`config.mk`:
```
export PLATFORM = sky130hd
export DESIGN_NAME = bios_read_arbiter_flat
export DESIGN_NICKNAME = d
export VERILOG_FILES = /design/src/rtl/bios_arb_if.sv /design/src/rtl/bios_read_arbiter.sv /design/src/flat_wrapper.sv
export SDC_FILE = /design/constraint.sdc
export NUM_CORES = 1
export LEC_CHECK = 0
export CAP_MARGIN = 20
export CORE_UTILIZATION = 35
export CTS_CLUSTER_DIAMETER = 60
export DETAILED_ROUTE_END_ITERATION = 10
export DONT_BUFFER_PORTS = 1
export GPL_TIMING_DRIVEN = 0
export HOLD_SLACK_MARGIN = 0.15
export SLEW_MARGIN = 20
export SYNTH_ARGS = -nofsm -noshare
export SYNTH_HDL_FRONTEND = slang
export SYNTH_SLANG_ARGS = --single-unit
export TNS_END_PERCENT = 10
```
`constraint.sdc`:
```
create_clock -name clk -period 3.65 [get_ports clk]
set_clock_uncertainty 0.1 [all_clocks]
set_input_delay 0.73 -clock clk [delete_from_list [all_inputs] [get_ports clk]]
set_output_delay 0.73 -clock clk [all_outputs]
set_load 0.005 [all_outputs]
```
`src/rtl/bios_arb_if.sv`:
```
// Bus bundle between the two BIOS ROM requesters, the ROM read port and bios_read_arbiter.
// slave = arbiter side; master = environment side (requesters plus ROM).
interface bios_arb_if #(
  parameter int AWIDTH = 12,
  parameter int DWIDTH = 32
);
  logic [1:0]        req_valid;
  logic [AWIDTH-1:0] req_addr0;
  logic [AWIDTH-1:0] req_addr1;
  logic [1:0]        req_ready;
  logic [1:0]        resp_valid;
  logic [1:0]        resp_ready;
  logic [DWIDTH-1:0] resp_data;
  logic              mem_en;
  logic [AWIDTH-1:0] mem_addr;
  logic [DWIDTH-1:0] mem_dout;

  modport slave (
    input  req_valid, req_addr0, req_addr1, resp_ready, mem_dout,
    output req_ready, resp_valid, resp_data, mem_en, mem_addr
  );

  modport master (
    output req_valid, req_addr0, req_addr1, resp_ready, mem_dout,
    input  req_ready, resp_valid, resp_data, mem_en, mem_addr
  );
endinterface

```
`src/rtl/bios_read_arbiter.sv`:
```
// Round-robin arbiter sharing one 1-cycle-latency BIOS ROM read port between two requesters.
// Optional BIOS_ARB_STATS_EN adds per-port grant counters and a HOLD-cycle stall counter.
module bios_read_arbiter #(
  parameter int AWIDTH = 12,
  parameter int DWIDTH = 32
) (
  input  logic            clk,
  input  logic            rst,
  bios_arb_if.slave       bus
`ifdef BIOS_ARB_STATS_EN
  ,
  output logic [31:0]     grant_cnt0,
  output logic [31:0]     grant_cnt1,
  output logic [31:0]     stall_cnt
`endif
);

  typedef enum logic [1:0] {IDLE, READ, HOLD} state_e;

  state_e            state_q, state_d;
  logic              owner_q, owner_d;
  logic              last_grant_q, last_grant_d;
  logic [DWIDTH-1:0] hold_q, hold_d;

  logic any_req;
  logic winner;
  logic owner_done;
  logic can_grant;
  logic accept;

  // NOTE: every signal written here gets a default first, so no path leaves it unassigned (no latch).
  always_comb begin
    state_d      = state_q;
    owner_d      = owner_q;
    last_grant_d = last_grant_q;
    hold_d       = hold_q;

    any_req    = |bus.req_valid;
    winner     = (&bus.req_valid) ? ~last_grant_q : bus.req_valid[1];
    owner_done = bus.resp_ready[owner_q];

    unique case (state_q)
      IDLE:       can_grant = 1'b1;
      READ, HOLD: can_grant = owner_done;
      default:    can_grant = 1'b0;
    endcase
    accept = can_grant && any_req && !rst;

    if (accept) begin
      owner_d      = winner;
      last_grant_d = winner;
    end

    unique case (state_q)
      IDLE: if (accept) state_d = READ;
      READ: begin
        // Always capture ROM data so resp_data keeps its last value once the response retires.
        hold_d = bus.mem_dout;
        if (owner_done) state_d = accept ? READ : IDLE;
        else            state_d = HOLD;
      end
      HOLD: if (owner_done) state_d = accept ? READ : IDLE;
      default: state_d = IDLE;
    endcase

    bus.req_ready = accept ? (winner ? 2'b10 : 2'b01) : 2'b00;
    bus.mem_en    = accept;
    bus.mem_addr  = accept ? (winner ? bus.req_addr1 : bus.req_addr0) : '0;

    bus.resp_valid = 2'b00;
    if (!rst && (state_q == READ || state_q == HOLD))
      bus.resp_valid = owner_q ? 2'b10 : 2'b01;

    if (rst)                  bus.resp_data = '0;
    else if (state_q == READ) bus.resp_data = bus.mem_dout;
    else                      bus.resp_data = hold_q;
  end

  // NOTE: sequential state uses non-blocking assignments so all flops update from pre-edge values.
  always_ff @(posedge clk) begin
    if (rst) begin
      state_q      <= IDLE;
      owner_q      <= 1'b0;
      last_grant_q <= 1'b1;
      hold_q       <= '0;
    end else begin
      state_q      <= state_d;
      owner_q      <= owner_d;
      last_grant_q <= last_grant_d;
      hold_q       <= hold_d;
    end
  end

`ifdef BIOS_ARB_STATS_EN
  logic [31:0] grant_cnt0_q, grant_cnt0_d;
  logic [31:0] grant_cnt1_q, grant_cnt1_d;
  logic [31:0] stall_cnt_q, stall_cnt_d;

  always_comb begin
    grant_cnt0_d = grant_cnt0_q + {31'd0, accept && !winner};
    grant_cnt1_d = grant_cnt1_q + {31'd0, accept && winner};
    stall_cnt_d  = stall_cnt_q + {31'd0, state_q == HOLD};
  end

  always_ff @(posedge clk) begin
    if (rst) begin
      grant_cnt0_q <= '0;
      grant_cnt1_q <= '0;
      stall_cnt_q  <= '0;
    end else begin
      grant_cnt0_q <= grant_cnt0_d;
      grant_cnt1_q <= grant_cnt1_d;
      stall_cnt_q  <= stall_cnt_d;
    end
  end

  assign grant_cnt0 = grant_cnt0_q;
  assign grant_cnt1 = grant_cnt1_q;
  assign stall_cnt  = stall_cnt_q;
`endif

endmodule

```
`src/flat_wrapper.sv`:
```
// flat-port wrapper written by rule: the top's interface ports become plain ports
module bios_read_arbiter_flat 
#(
  parameter int AWIDTH = 12,
  parameter int DWIDTH = 32
)
  (clk, rst, bus_req_valid, bus_req_addr0, bus_req_addr1, bus_resp_ready, bus_mem_dout, bus_req_ready, bus_resp_valid, bus_resp_data, bus_mem_en, bus_mem_addr);
  bios_arb_if #(.AWIDTH(AWIDTH), .DWIDTH(DWIDTH)) bus_i ();
  input  logic clk;
  input  logic rst;
  input wire logic [$bits(bus_i.req_valid)-1:0] bus_req_valid;
  input wire logic [$bits(bus_i.req_addr0)-1:0] bus_req_addr0;
  input wire logic [$bits(bus_i.req_addr1)-1:0] bus_req_addr1;
  input wire logic [$bits(bus_i.resp_ready)-1:0] bus_resp_ready;
  input wire logic [$bits(bus_i.mem_dout)-1:0] bus_mem_dout;
  output wire logic [$bits(bus_i.req_ready)-1:0] bus_req_ready;
  output wire logic [$bits(bus_i.resp_valid)-1:0] bus_resp_valid;
  output wire logic [$bits(bus_i.resp_data)-1:0] bus_resp_data;
  output wire logic [$bits(bus_i.mem_en)-1:0] bus_mem_en;
  output wire logic [$bits(bus_i.mem_addr)-1:0] bus_mem_addr;
  assign bus_i.req_valid = bus_req_valid;
  assign bus_i.req_addr0 = bus_req_addr0;
  assign bus_i.req_addr1 = bus_req_addr1;
  assign bus_i.resp_ready = bus_resp_ready;
  assign bus_i.mem_dout = bus_mem_dout;
  assign bus_req_ready = bus_i.req_ready;
  assign bus_resp_valid = bus_i.resp_valid;
  assign bus_resp_data = bus_i.resp_data;
  assign bus_mem_en = bus_i.mem_en;
  assign bus_mem_addr = bus_i.mem_addr;
  bios_read_arbiter #(.AWIDTH(AWIDTH), .DWIDTH(DWIDTH)) u_core (.clk(clk), .rst(rst), .bus(bus_i));
endmodule
```
# Yosys cells after proc, flatten, opt, wreduce, memory -nomap -nowiden
# Cells that the tools add are included.
# word_totals
inputBits	62
ff_bits	36
word_cells	37
output_inout_bits	49
# classes
bitwise_logic	1
order_cmp	1
eq_ne	4
n_mux	17
n_reduce_logical	10
# ops
operator	n
2-to-1 mux 32 bit	2
2-to-1 mux 12 bit	2
2-to-1 mux 2 bit	7
one-hot mux 2 bit (3 select lines)	1
2-to-1 mux 1 bit	4
AND reduction 2 bit	2
OR reduction 2 bit	2
logical AND 1 bit	3
equality test 2 x 1 -> 1 bit, second input constant	1
equality test 2 bit, second input constant	1
logical NOT 2 bit	1
less-than comparator 1 x 2 -> 1 bit, second input constant	1
!= test 2 x 1 -> 1 bit, second input constant	1
!= test 2 bit, second input constant	1
one-hot mux 1 bit (2 select lines)	1
logical NOT 1 bit	1
logical OR 1 bit	1
NOT 1 bit	1

# Logic depth before layout (Yosys ltp)
# logic_depth
ltp_word	8
ltp_mapped	7

# Worst setup path after synthesis
# OpenSTA, ideal clock, no wires.
# synth_timing
path_kind	input to output
from	input port bus_resp_ready[0]
to	output port bus_mem_addr[10]
arrival_ps	1566
n_path_buf	1
t_required_ps	2820
slack_ps	1254
stages	5
cell_sequence	mux2_4 a21o_1 nand2_1 buf_2 nor2_1
# synth_between
elab_chain_len	6
# synth_rtl
element	line_no	rtl
from (decl)	flat_wrapper.sv:14	input wire logic [$bits(bus_i.resp_ready)-1:0] bus_resp_ready;
2-to-1 mux 1 bit (implied by the code) (2 in a row)	bios_read_arbiter.sv:40	owner_done = bus.resp_ready[owner_q];
one-hot mux 1 bit (2 select lines)	bios_read_arbiter.sv:42	unique case (state_q)
logical AND 1 bit (2 in a row)	bios_read_arbiter.sv:47	accept = can_grant && any_req && !rst;
2-to-1 mux 12 bit	bios_read_arbiter.sv:68	bus.mem_addr = accept ? (winner ? bus.req_addr1 : bus.req_addr0) : '0;
to (decl)	flat_wrapper.sv:20	output wire logic [$bits(bus_i.mem_addr)-1:0] bus_mem_addr;
# No other way between the ends. The select of a mux whose other input is x is not followed.

# Worst setup path in the final report
# layout_timing
from	register u_core.state_q[0]
to	output port bus_mem_en
# layout_between
elab_chain_len	5
elab_cells_between_ends	7
# layout_rtl
element	line_no	rtl
from (decl)	bios_read_arbiter.sv:20	state_e state_q, state_d;
from (signal assigned)	bios_read_arbiter.sv:87	state_q <= state_d;
equality test 2 bit / equality test 2 x 1 -> 1 bit (equally long branches)	bios_read_arbiter.sv:42	
OR reduction 2 bit	bios_read_arbiter.sv:42	
one-hot mux 1 bit (2 select lines) (*)	bios_read_arbiter.sv:42	
logical AND 1 bit (*) (2 in a row)	bios_read_arbiter.sv:47	
to (decl)	flat_wrapper.sv:19	output wire logic [$bits(bus_i.mem_en)-1:0] bus_mem_en;
# Every way passes the cells marked *; elsewhere a longest branch is shown, timed or not.

==> impl_metrics.tcl <==
set metrics [dict create \
    final_nets 244 \
    period_needed_ns 2.59 \
    drive_gt1_frac 0.112 \
    final_cell_mix "nor2_1, dfxtp_1, mux2i_1" \
    ys_seq_elements 36 \
    pre_cts_slack_ns 1.14 \
    root_buffer "clkbuf_8" \
    post_cts_buffers 0 \
    cts_htree_levels 2 \
    design_area_um2 1790 \
    firstDrtPassIters 4 \
    yosysSeqAreaShare 0.450 \
    die_x_um 69.6 \
    rsz0062_at_grt "no" \
    die_h_um 69.6 \
    setup_ws_ns 1.06 \
    drt_iter0_drc 77 \
    clk_latency_ns 0.28 \
    synthTopCellsByArea "dfxtp_1, mux2i_1, nor2_1, a22oi_1, ha_1" \
    drc 0 \
    synth_top_area_cell "dfxtp_1" \
    synth_top_area_share 0.450 \
    synthDistinctLibCells 24 \
    final_common_cell "nor2_1" \
    netlist_instances 171 \
    clockBufferDepth 2 \
    status "completed" \
    track_usage 0.139 \
    worst_slew_pin_slew_ns 0.448 \
    cts.sinks 36 \
    post_dp_cell_area_um2 1670 \
    die-area_um2 4850 \
    pin_count 111 \
    fin_crit_sh 0.709 \
    cts_tree "done" \
    vias 1186 \
    grt_pass1_wl_um 5420 \
    row_count 24 \
    finalHoldViolations 0 \
    relSlewSlack 0.699 \
    antenna_found_initial 0 \
    hp-class "reg -> reg" \
    core_um2 4380 \
    synth.avg_cell_area_um2 9.37 \
    drv_slew 0 \
    fmax_mhz 387 \
    grt_pass1_vias 1234 \
    arrival_ns 1.76 \
    dp.final_hpwl_um 2580 \
    place.gp.congestion 0.728 \
    wl_per_cell_um 14.7 \
    num_antenna_cells 0 \
    critPathKind "reg -> out" \
    clk_pin_slew_ns 0.07 \
    portBuffers 0 \
    overflow 0 \
    postCtsResizedCells 0 \
    syn-num-nets 237 \
    end_kind "output port" \
    postCtsHoldBufs 0 \
    cp.required_ns 2.82 \
    cts_made_buffers 5 \
    wl_um 3390 \
    cap_violations 0 \
    setup_violations 0 \
    worst-path-max-fanout 10 \
    ir_worst_vdd_mv 0.281 \
    worst_setup_path_start_kind "flip-flop" \
    syn-cell-area_um2 1600 \
    ant_nets 0 \
    area_growth_pct 12.0 \
    total_power_mw 1.08 \
    synth_warnings 0 \
    via_per_inst 5.13 \
    finalSetupTns_ns 0 \
    p_leak_nw 0.732 \
    start_util 0.365 \
    p_per_area_nw_per_um2 603 \
    grt_max_degree 12 \
]
synthesized netlist by cell type:
master and n:
o31a_1 1, nand3b_1 1, a21boi_0 2, and3_1 3, a21oi_1 2, buf_2 8, a31oi_1 1, clkbuf_1 3
mux2i_1 32, nor2_1 48, o22a_2 1, a22oi_1 12, a221o_1 1, or4_1 2, a21o_1 1, a31o_2 1
dfxtp_1 36, or2b_2 1, mux2_4 1, ha_1 4, nand2_1 1, o21ai_0 2, inv_1 5, nor3b_1 2
cells by family (layout without fill, tap and decap cells):
| family | Yosys count | after routing | share of synthesized area |
|---|---|---|---|
| compound gates | 24 | 24 | 0.110 |
| buf+inv | 16 | 24 | 0.0438 |
| mux | 33 | 33 | 0.209 |
| simple gates | 58 | 58 | 0.155 |
| flops | 36 | 36 | 0.450 |
| fa+ha+maj | 4 | 4 | 0.0313 |
per-layer routing:
layer | global-route usage | part of all wire
met5 | 0 | 0
met4 | 0.0533 | 0.0071
met3 | 0.0756 | 0.11
met2 | 0.213 | 0.47
met1 | 0.162 | 0.42
report_power, final:
group	internal (mW)	switching (mW)
clock	0.241	0.134
sequential	0.441	0.0166
combinational	0.108	0.141
critical path: stages (launching register included):
cell	delay, ns
dfxtp_1	0.39
inv_1	0.08
ha_1	0.34
a21o_1	0.19
nand2_1	0.12
buf_2	0.20
nor2_1	0.16
worst paths after layout:
check                                                    start                              to  slack (ns)  depth (start not counted)
worst min register to register  u_core.state_q[0]$_SDFFE_PP0P_  u_core.state_q[0]$_SDFFE_PP0P_        0.43                          2
worst min-delay path            u_core.state_q[0]$_SDFFE_PP0P_  u_core.state_q[0]$_SDFFE_PP0P_        0.43                          2
worst max register to register  u_core.state_q[1]$_SDFFE_PP0P_  u_core.state_q[1]$_SDFFE_PP0P_        1.89                          6
worst max-delay path            u_core.state_q[0]$_SDFFE_PP0P_                      bus_mem_en        1.06                          6
through the flow:
stage | util | hold slack [ns] | cells
floorplan | - | 0.383 | 171
CTS | 0.409 | 0.427 | 231
global route | 0.409 | 0.450 | 231
finish | 0.409 | 0.434 | 231
global placement | 0.380 | 0.411 | 223
detailed placement | 0.380 | 0.416 | 223
sequential cells by signal (all words and copies together) (netlist names):
register	flops
u_core.hold_q	32
u_core.state_q	2
u_core.last_grant_q	1
u_core.owner_q	1
layout make-up:
cell class              count  area [um^2]
clock inverters             1         30.0
fillers                   438         2590
clock buffers               7         96.3
multi-input cells         119          811
flip-flops and latches     36          721
inverters                   5         18.8
plain buffers              11         51.3
well taps                  52         65.1
Power figures use the tool's default switching activity.
